<file path="config.mk">
export PLATFORM = sky130hd
export DESIGN_NAME = uart_wb_host
export DESIGN_NICKNAME = d
export VERILOG_FILES = /design/src/rtl/uart_wb_host.sv
export SDC_FILE = /design/constraint.sdc
export NUM_CORES = 1
export LEC_CHECK = 0
export CORE_MARGIN = 5
export CORE_UTILIZATION = 60
export DETAILED_ROUTE_END_ITERATION = 8
export DONT_BUFFER_PORTS = 1
export GPL_TIMING_DRIVEN = 0
export PLACE_DENSITY = 0.76
export SLEW_MARGIN = 30
export SYNTH_ARGS = -nofsm -noshare
export SYNTH_HDL_FRONTEND = slang
export SYNTH_SLANG_ARGS = --single-unit
</file>
<file path="constraint.sdc">
create_clock -name clk -period 8.3 [get_ports clk]
set_clock_uncertainty 0.05 [all_clocks]
set_input_delay 2.075 -clock clk [delete_from_list [all_inputs] [get_ports clk]]
set_output_delay 2.075 -clock clk [all_outputs]
set_load 0.05 [all_outputs]
</file>
<file path="src/rtl/uart_wb_host.sv">
// Host-side initiator for the UART-to-Wishbone bridge: serialises read/write
// command frames over 8N1 UART and collects the bridge's response bytes.
module uart_wb_host #(
  parameter int DATA_WIDTH     = 32,
  parameter int ADDR_WIDTH     = 32,
  parameter int BAUD_RATE      = 9600,
  parameter int CLOCK_FREQ     = 50000000,
  parameter int TIMEOUT_CYCLES = 1000000
) (
  input  logic                  clk,
  input  logic                  rst,
  input  logic                  cmd_valid,
  output logic                  cmd_ready,
  input  logic                  cmd_we,
  input  logic [ADDR_WIDTH-1:0] cmd_adr,
  input  logic [DATA_WIDTH-1:0] cmd_dat,
  output logic                  rsp_valid,
  output logic [DATA_WIDTH-1:0] rsp_dat,
  output logic                  rsp_err,
  output logic                  busy,
  output logic                  uart_tx,
  input  logic                  uart_rx
);

  localparam int CLKS_PER_BIT = CLOCK_FREQ / BAUD_RATE;
  localparam int CW = $clog2(CLKS_PER_BIT + 1);
  localparam int TW = $clog2(TIMEOUT_CYCLES + 1);
  localparam logic [CW-1:0] BIT_LAST  = CW'(CLKS_PER_BIT - 1);
  localparam logic [CW-1:0] HALF_LAST = CW'(CLKS_PER_BIT / 2 - 1);
  localparam logic [TW-1:0] TMO_LAST  = TW'(TIMEOUT_CYCLES - 1);

  localparam logic [1:0] IDLE    = 2'd0;
  localparam logic [1:0] TX      = 2'd1;
  localparam logic [1:0] RX_WAIT = 2'd2;
  localparam logic [1:0] DONE    = 2'd3;

  logic [1:0]    state;
  logic          we;
  logic [71:0]   tx_frame;
  logic [7:0]    tx_byte;
  logic [3:0]    tx_left;
  logic [3:0]    tx_phase;
  logic [CW-1:0] tx_cnt;
  logic          rx_p0, rx_p1, rx_p2;
  logic          rx_active;
  logic [3:0]    rx_phase;
  logic [CW-1:0] rx_cnt;
  logic [7:0]    rx_sh;
  logic [1:0]    rx_count;
  logic [23:0]   rd_sh;
  logic [TW-1:0] tmo_cnt;
  logic          rx_done;

  assign cmd_ready = (state == IDLE);
  assign busy      = ~cmd_ready;
  assign rsp_valid = (state == DONE);
  assign tx_byte   = tx_frame[71:64];
  assign rx_done   = (state == RX_WAIT) && rx_active && (rx_phase == 4'd9) && (rx_cnt == BIT_LAST);

  // Phase 0 is the start bit, 1..8 the data bits LSB first, 9 the stop bit.
  always_comb begin
    uart_tx = 1'b1;
    if (state == TX) begin
      case (tx_phase)
        4'd0:    uart_tx = 1'b0;
        4'd9:    uart_tx = 1'b1;
        default: uart_tx = tx_byte[3'(tx_phase - 4'd1)];
      endcase
    end
  end

  always_ff @(posedge clk) begin
    if (rst) begin
      state     <= IDLE;
      we        <= 1'b0;
      tx_frame  <= '0;
      tx_left   <= '0;
      tx_phase  <= '0;
      tx_cnt    <= '0;
      rx_p0     <= 1'b1;
      rx_p1     <= 1'b1;
      rx_p2     <= 1'b1;
      rx_active <= 1'b0;
      rx_phase  <= '0;
      rx_cnt    <= '0;
      rx_sh     <= '0;
      rx_count  <= '0;
      rd_sh     <= '0;
      tmo_cnt   <= '0;
      rsp_err   <= 1'b0;
      rsp_dat   <= '0;
    end else begin
      rx_p0 <= uart_rx;
      rx_p1 <= rx_p0;
      rx_p2 <= rx_p1;
      case (state)
        IDLE: begin
          if (cmd_valid) begin
            we       <= cmd_we;
            tx_frame <= cmd_we ? {8'h57, 32'(cmd_adr), 32'(cmd_dat)}
                               : {8'h52, 32'(cmd_adr), 32'h0};
            tx_left  <= cmd_we ? 4'd9 : 4'd5;
            tx_phase <= '0;
            tx_cnt   <= '0;
            state    <= TX;
          end
        end
        TX: begin
          if (tx_cnt == BIT_LAST) begin
            tx_cnt <= '0;
            if (tx_phase == 4'd9) begin
              tx_phase <= '0;
              tx_frame <= {tx_frame[63:0], 8'h00};
              tx_left  <= tx_left - 4'd1;
              if (tx_left == 4'd1) begin
                state     <= RX_WAIT;
                tmo_cnt   <= '0;
                rx_active <= 1'b0;
                rx_count  <= '0;
                rd_sh     <= '0;
              end
            end else begin
              tx_phase <= tx_phase + 4'd1;
            end
          end else begin
            tx_cnt <= tx_cnt + CW'(1);
          end
        end
        RX_WAIT: begin
          tmo_cnt <= tmo_cnt + TW'(1);
          // Start bit is re-checked at half a bit so a short low glitch is dropped.
          if (!rx_active) begin
            if (rx_p2 && !rx_p1) begin
              rx_active <= 1'b1;
              rx_cnt    <= '0;
              rx_phase  <= '0;
            end
          end else if (rx_phase == 4'd0) begin
            if (rx_cnt == HALF_LAST) begin
              rx_cnt <= '0;
              if (rx_p1) rx_active <= 1'b0;
              else       rx_phase  <= 4'd1;
            end else begin
              rx_cnt <= rx_cnt + CW'(1);
            end
          end else if (rx_cnt == BIT_LAST) begin
            rx_cnt <= '0;
            if (rx_phase == 4'd9) begin
              rx_active <= 1'b0;
            end else begin
              rx_sh    <= {rx_p1, rx_sh[7:1]};
              rx_phase <= rx_phase + 4'd1;
            end
          end else begin
            rx_cnt <= rx_cnt + CW'(1);
          end

          if (rx_done) begin
            tmo_cnt <= '0;
            if (!rx_p1) begin
              state   <= DONE;
              rsp_err <= 1'b1;
              rsp_dat <= '0;
            end else if (we) begin
              state   <= DONE;
              rsp_err <= (rx_sh != 8'h4B);
              rsp_dat <= '0;
            end else begin
              rd_sh    <= {rd_sh[15:0], rx_sh};
              rx_count <= rx_count + 2'd1;
              if (rx_count == 2'd3) begin
                state   <= DONE;
                rsp_err <= 1'b0;
                rsp_dat <= DATA_WIDTH'({rd_sh, rx_sh});
              end
            end
          end else if (tmo_cnt == TMO_LAST) begin
            state   <= DONE;
            rsp_err <= 1'b1;
            rsp_dat <= '0;
          end
        end
        default: state <= IDLE;
      endcase
    end
  end

endmodule
</file>
==> results.py, run 1 <==
metrics = {
    "floorplan": {
        "initial_utilization_pct": 60.6,
        "die_h_um": 131,
        "fp-row-count": 44,
        "dieArea_mm2": 0.0171,
        "io_pins": 106,
        "dieWidth_um": 131,
        "core_area_mm2": 0.0144,
    },
    "synth": {
        "ys_seq_elements": 204,
        "synth.avg_cell_area_um2": 9.36,
        "ys_warn_count": 0,
        "synth.area.top_cells": "dfxtp_1 47%, a22o_1 5.2%, nor2_1 4.4%, mux2i_1 4.4%, a211oi_1 3.2%",
        "synth_fp_nets": 1019,
        "synth_area_mm2": 0.00874,
        "async_flop_share_pct": 0,
        "synthFlopType": "dfxtp_1",
        "synth_top_area_share_pct": 46.7,
        "synth_edf_count": 0,
        "ys_seq_area_share_pct": 46.7,
        "yosysUniqueCellTypes": 66,
        "synthCells": 934,
        "synth.largest_area_cell": "dfxtp_1",
    },
    "setup_path": {
        "crit_chain": "inv_1 -> ha_1 -> mux4_2 -> nor2b_1 -> a311oi_1 -> a21oi_1 -> or2_2",
        "crit_path_start": "tx_phase[0]$_SDFFE_PP0P_",
        "startpoint_type": "flip-flop",
        "cp_data_required_time_ps": 6180,
        "cp.arrival_ps": 2610,
        "cpLargestDelayFamily": "simple AND/OR/NAND/NOR gates",
        "crit_type": "flip-flop to output pin",
        "crit_slowest_cell": "dfxtp_1",
        "critPathCaptureType": "output pin",
        "reg2reg_depth": 8,
        "r2r-start": "tx_cnt[0]$_SDFFE_PP0P_",
        "critPathMaxStageDelay_ps": 470,
        "cp_max_fo": 6,
        "cp_num_cells": 7,
        "cp_num_buf_inv": 1,
    },
    "routing": {
        "post_drt_wl_per_cell_um": 17.8,
        "drc": 0,
        "via_count": 7079,
        "firstDrtPassIters": 5,
        "routed_wl_um": 20500,
        "via_per_inst": 6.14,
        "antenna_left": 0,
        "drtIter0Drc": 342,
    },
    "finish": {
        "utilization_pct": 67.2,
        "num-nets-final": 1042,
        "final.fill_count": 1166,
        "diodes": 0,
        "drive_above_1_share_pct": 7.53,
        "syn2layout_area_growth_pct": 10.9,
    },
    "cts": {
        "clock-sinks": 204,
        "root_buffer": "clkbuf_16",
        "numCtsBuffers": 21,
        "post-cts-setup-buffer-count": 0,
        "clkTransAtPathRegs_ps": 60,
        "clk_latency_ps": 490,
        "cts_resized": 0,
        "cts.path.max_buffers": 3,
        "hold_buffers": 0,
        "ctsHtreeMaxLevel": 1,
        "cts_tree": "built",
    },
    "pwr": {
        "p_sw_uw": 1070,
        "p_sw_share_pct": 33.9,
        "seqPwrFrac_pct": 40.0,
        "finalPower_uw": 3150,
        "ir_drop_v": 0.000196,
        "p_comb_share_pct": 28.9,
        "p_int_uw": 2080,
        "leakage_uw": 0.00335,
        "power_density_mw_per_mm2": 325,
        "clkPwrFrac_pct": 31.1,
    },
    "timing": {
        "hold_ws_ps": 356,
        "fin_crit_sh_pct": 57.1,
        "finalWorstPathRequiredPeriod_ps": 4740,
        "tns_ps": 0,
        "hold_viol_final": 0,
        "maxSlewHeadroom_pct": 42.3,
        "tightest_slew_ps": 857,
        "rsz0062_at_grt": "false",
        "setup_viol": 0,
        "max_freq_mhz": 211,
        "slew_violations": 0,
    },
    "worst_hold_path": {
        "whs_path_depth": 1,
        "min_from": "rx_p0$_SDFF_PP1_",
        "hold_path.class": "flip-flop to flip-flop",
    },
    "global_routing": {
        "grt_use_total_pct": 24.0,
        "overflow": 0,
        "grt_pass1_wl_um": 33700,
        "grt_start_max_net_pins": 15,
        "antenna_found_initial": 1,
        "grt_pass1_vias": 6891,
    },
    "placed_design": {
        "portBuffers": 0,
        "dp_hpwl_um": 14500,
        "gp_congestion": 0.847,
    },
    "outcome": {
        "status": "complete, no violations",
    },
    "flow_run": {
        "cap_violations": 0,
    },
}
[layout make-up]
type | instances | area, um^2 | area share [%]
clock inverter | 8 | 143 | 1.47
sequential | 204 | 4080 | 42.1
inverter | 22 | 82.6 | 0.852
tap | 184 | 230 | 2.37
buffer | 67 | 314 | 3.24
multi-input combinational | 641 | 4260 | 44.0
clock buffer | 27 | 578 | 5.96
[synth_stat cells, drive strengths merged (10+ instances only)]
master  instances
a211oi         37
a21oi          46
a221oi         25
a22o           56
buf            12
clkbuf         55
dfxtp         204
ha             16
inv            21
mux2i          38
nand2          68
nand3          30
nand4          13
nor2          102
nor3           37
o21ai          11
or4            11
xnor2          19
xor2           10
[flip-flops by register name, summed over array words and instances (netlist names)]
| signal | flops |
|---|---|
| rd_sh | 24 |
| tmo_cnt | 20 |
| rx_p2 | 1 |
| we | 1 |
| state | 2 |
| tx_frame | 72 |
| rx_p0 | 1 |
| tx_phase | 4 |
| rx_cnt | 13 |
| rsp_dat | 32 |
| rsp_err | 1 |
| rx_sh | 8 |
| tx_cnt | 13 |
| rx_count | 2 |
| rx_p1 | 1 |
| tx_left | 4 |
| rx_phase | 4 |
| rx_active | 1 |
[path summary, 6_finish.rpt]
kind,end,slack [ps]
min reg2reg,rx_p1$_SDFF_PP1_,360
min,rx_p1$_SDFF_PP1_,360
max,uart_tx,3560
max reg2reg,rd_sh[21]$_SDFFE_PP0P_,5050
[metrics by stage]
step	instance area [um^2]	setup WS (ps)	instances
after global routing	9700	3430	1153
after detailed placement	8970	4060	1118
after floorplan	8740	4230	934
after CTS	9690	3550	1153
after global placement	8970	4090	1118
final	9700	3560	1153
[metal layers]
metal  up-vias  routed length, um  global-route usage (%)  part of all wire [%]
met3        36               1490                    7.15                   7.3
met1      3374               8680                    29.5                    42
met5         -                 13                       0                 0.063
li1       3488                  -                       -                     -
met4         2                418                    6.47                   2.0
met2       179               9870                    41.2                    48
[cell usage in the layout (no fill, tap or decap), types with 4 or more instances in the layout]
cell type / n
dfxtp_1: 204
a221oi_1: 25
nand3_1: 30
and4_1: 7
nand2_1: 68
a2111oi_0: 6
o31ai_1: 9
mux2i_1: 38
a31oi_1: 5
or3_1: 8
a311oi_1: 8
xor2_1: 10
or2_2: 4
clkbuf_16: 21
nor2_1: 102
nor3_1: 37
nor2b_1: 7
a21oi_1: 46
buf_6: 5
clkbuf_1: 56
nand4_1: 13
a22o_1: 52
a22o_2: 4
and3_1: 9
nand3b_1: 6
clkbuf_8: 5
ha_1: 16
buf_2: 4
or4_1: 10
bufinv_16: 4
a211oi_1: 37
xnor2_1: 19
inv_1: 21
o21ai_0: 11
[power groups by stage]
stage	clock (uW)	sequential [uW]	combinational, uW
after floorplan	0	1240	713
after global routing	1040	1280	1020
final	978	1260	909
after detailed placement	0	1280	904
after global placement	0	1270	887
after CTS	994	1260	912
[logic make-up (layout without fill, tap and decap cells)]
| family | after synthesis | after routing | share of synthesized area [%] |
|---|---|---|---|
| adder cells (fa/ha/maj) | 16 | 16 | 2.29 |
| AO/OA/AOI/OAI | 225 | 225 | 19.4 |
| XOR/XNOR | 29 | 29 | 2.90 |
| buffers and inverters | 89 | 124 | 4.54 |
| AND/OR/NAND/NOR | 328 | 328 | 18.9 |
| multiplexers | 43 | 43 | 5.25 |
| flip-flops | 204 | 204 | 46.7 |
(Power assumes the default switching activity.)
==> run 2: changes to the inputs <==
--- a/config.mk
+++ b/config.mk
@@ -6,11 +6,11 @@
 export NUM_CORES = 1
 export LEC_CHECK = 0
 export CORE_MARGIN = 5
-export CORE_UTILIZATION = 60
+export CORE_UTILIZATION = 57
 export DETAILED_ROUTE_END_ITERATION = 8
 export DONT_BUFFER_PORTS = 1
 export GPL_TIMING_DRIVEN = 0
-export PLACE_DENSITY = 0.76
+export PLACE_DENSITY = 0.75
 export SLEW_MARGIN = 30
 export SYNTH_ARGS = -nofsm -noshare
 export SYNTH_HDL_FRONTEND = slang
==> constraint.sdc (replaced) <==
create_clock -name clk -period 3.8 [get_ports clk]
set_clock_uncertainty 0.05 [all_clocks]
set_input_delay 0.95 -clock clk [delete_from_list [all_inputs] [get_ports clk]]
set_output_delay 0.95 -clock clk [all_outputs]
set_load 0.05 [all_outputs]
==> run 2 against run 1 <==
Against the previous run: worst setup slack worse by 3300 ps; largest cell class unchanged; clock-buffer cell count increased by 3; non-clock buffer count stayed put; wire length up 2.2%; utilization fell by 2.9 points; hold slack worse by 3.6 ps; register-to-register slack lost 4600 ps.
==> results.py, run 2 (synthesis results as in run 1) <==
metrics = {
    "setup_path": {
        "cp.arrival_ps": 2550,
        "crit_chain": "inv_1 -> ha_1 -> mux4_2 -> nor2b_1 -> a311oi_1 -> a21oi_1 -> or2_2",
        "startpoint_type": "flip-flop",
        "crit_type": "flip-flop to output pin",
        "crit_slowest_cell": "or2_2",
        "cp_max_fo": 6,
        "critPathMaxStageDelay_ps": 430,
        "critPathCaptureType": "output pin",
        "cp_data_required_time_ps": 2800,
    },
    "finish": {
        "instances_no_fill": 1161,
        "utilization_pct": 64.3,
        "final_cell_mix": "203 x dfxtp_1, 102 x nor2_1, 68 x nand2_1, 58 x clkbuf_1, 52 x a22o_1",
        "final.fill_count": 1256,
        "final_cell_area_mm2": 0.00974,
        "seqCellArea_mm2": 0.00409,
        "top_regs": "tx_frame (72), rsp_dat (32), rd_sh (24)",
        "diodes": 0,
        "multi_input_area_mm2": 0.00426,
        "num-nets-final": 1043,
        "layout_commonest_cell": "dfxtp_1",
        "drive_above_1_share_pct": 7.81,
        "syn2layout_area_growth_pct": 11.4,
        "largest_reg_flops": 72,
        "regMostFlops": "tx_frame",
    },
    "outcome": {
        "status": "complete, no violations",
    },
    "floorplan": {
        "io_pins": 106,
        "fp-row-count": 45,
        "die_h_um": 134,
        "dieWidth_um": 134,
        "core_area_mm2": 0.0151,
        "dieArea_mm2": 0.0179,
        "initial_utilization_pct": 57.7,
    },
    "routing": {
        "via_count": 7128,
        "post_drt_wl_per_cell_um": 18.0,
        "drc": 0,
        "firstDrtPassIters": 5,
        "antenna_left": 0,
        "drtIter0Drc": 358,
        "via_per_inst": 6.14,
        "routed_wl_um": 20900,
    },
    "placed_design": {
        "place_area_mm2": 0.00898,
        "placedCellCount": 1122,
        "gp_congestion": 0.882,
        "dp_hpwl_um": 14900,
        "portBuffers": 0,
    },
    "cts": {
        "cts.path.max_buffers": 3,
        "numCtsBuffers": 22,
        "ctsHtreeMaxLevel": 1,
        "clk_latency_ps": 510,
        "root_buffer": "clkbuf_16",
        "clkTransAtPathRegs_ps": 60,
        "post-cts-setup-buffer-count": 0,
        "clock-sinks": 204,
        "cts_tree": "built",
    },
    "global_routing": {
        "grt_pass1_wl_um": 34500,
        "grt_use_total_pct": 22.9,
        "overflow": 0,
        "antenna_found_initial": 1,
        "grt_pass1_vias": 6923,
        "grt_start_max_net_pins": 16,
    },
    "pwr": {
        "ir_drop_v": 0.000552,
        "leakage_uw": 0.00336,
        "power_density_mw_per_mm2": 714,
    },
    "timing": {
        "tns_ps": 0,
        "rsz0062_at_grt": "false",
        "tightest_slew_ps": 897,
        "hold_ws_ps": 353,
        "setup_viol": 0,
        "maxSlewHeadroom_pct": 39.7,
        "hold_viol_final": 0,
        "fin_crit_sh_pct": 93.3,
        "slew_violations": 0,
        "finalWorstPathRequiredPeriod_ps": 3550,
        "max_freq_mhz": 282,
    },
    "worst_hold_path": {
        "hold_path.class": "flip-flop to flip-flop",
    },
    "flow_run": {
        "cap_violations": 0,
    },
}
==> run 2: area by class of cell <==
cell class	count	area share, %
inverter	22	0.848
sequential	204	42.0
tap	188	2.42
buffer	67	3.22
multi-input combinational	641	43.8
clock buffer	30	6.39
clock inverter	9	1.39
==> run 2: per-layer routing <==
metal  GRT usage [%]  vias to the layer above  part of all wire [%]
met4            6.91                        2                   2.4
met3            6.30                       41                   6.6
met5               0                        -                 0.033
met2            39.2                      184                    47
met1            28.3                     3400                    44
li1                -                     3501                     -
==> run 2: power breakdown <==
part	internal (uW)	switching, uW	leakage (uW)
sequential	2520	240	0.00166
clock	1360	861	0.000359
combinational	687	1290	0.00134
total	4560	2400	0.00336
==> run 2: repair_timing <==
action	CTS	global route
gates resized for setup	0	1
hold buffers	0	0
setup endpoints to repair	0	1
==> run 2: critical path: cells and delay by family (launching register included) <==
family	cells	cell delay, ps
AO/OA/AOI/OAI	2	280
flip-flops	1	410
multiplexers	1	330
buffers and inverters	1	90
AND/OR/NAND/NOR	2	580
adder cells (fa/ha/maj)	1	360
==> run 2: final timing paths <==
path / cells after the start / endpoint / slack (ps) / start
max: 7 / uart_tx / 250 / tx_phase[0]$_SDFFE_PP0P_
max reg2reg: 7 / rsp_dat[25]$_SDFFE_PP0P_ / 460 / rx_cnt[0]$_SDFFE_PP0P_
min reg2reg: 1 / rx_p1$_SDFF_PP1_ / 350 / rx_p0$_SDFF_PP1_
min: 1 / rx_p1$_SDFF_PP1_ / 350 / rx_p0$_SDFF_PP1_
==> run 2: per-stage QoR <==
stage / setup slack, ps / total power [uW]
2_1_floorplan: 859 / 4270
3_3_place_gp: 636 / 4720
3_5_place_dp: 545 / 4770
4_1_cts: 120 / 6980
5_1_grt: 57.3 / 7350
6_report: 253 / 6960
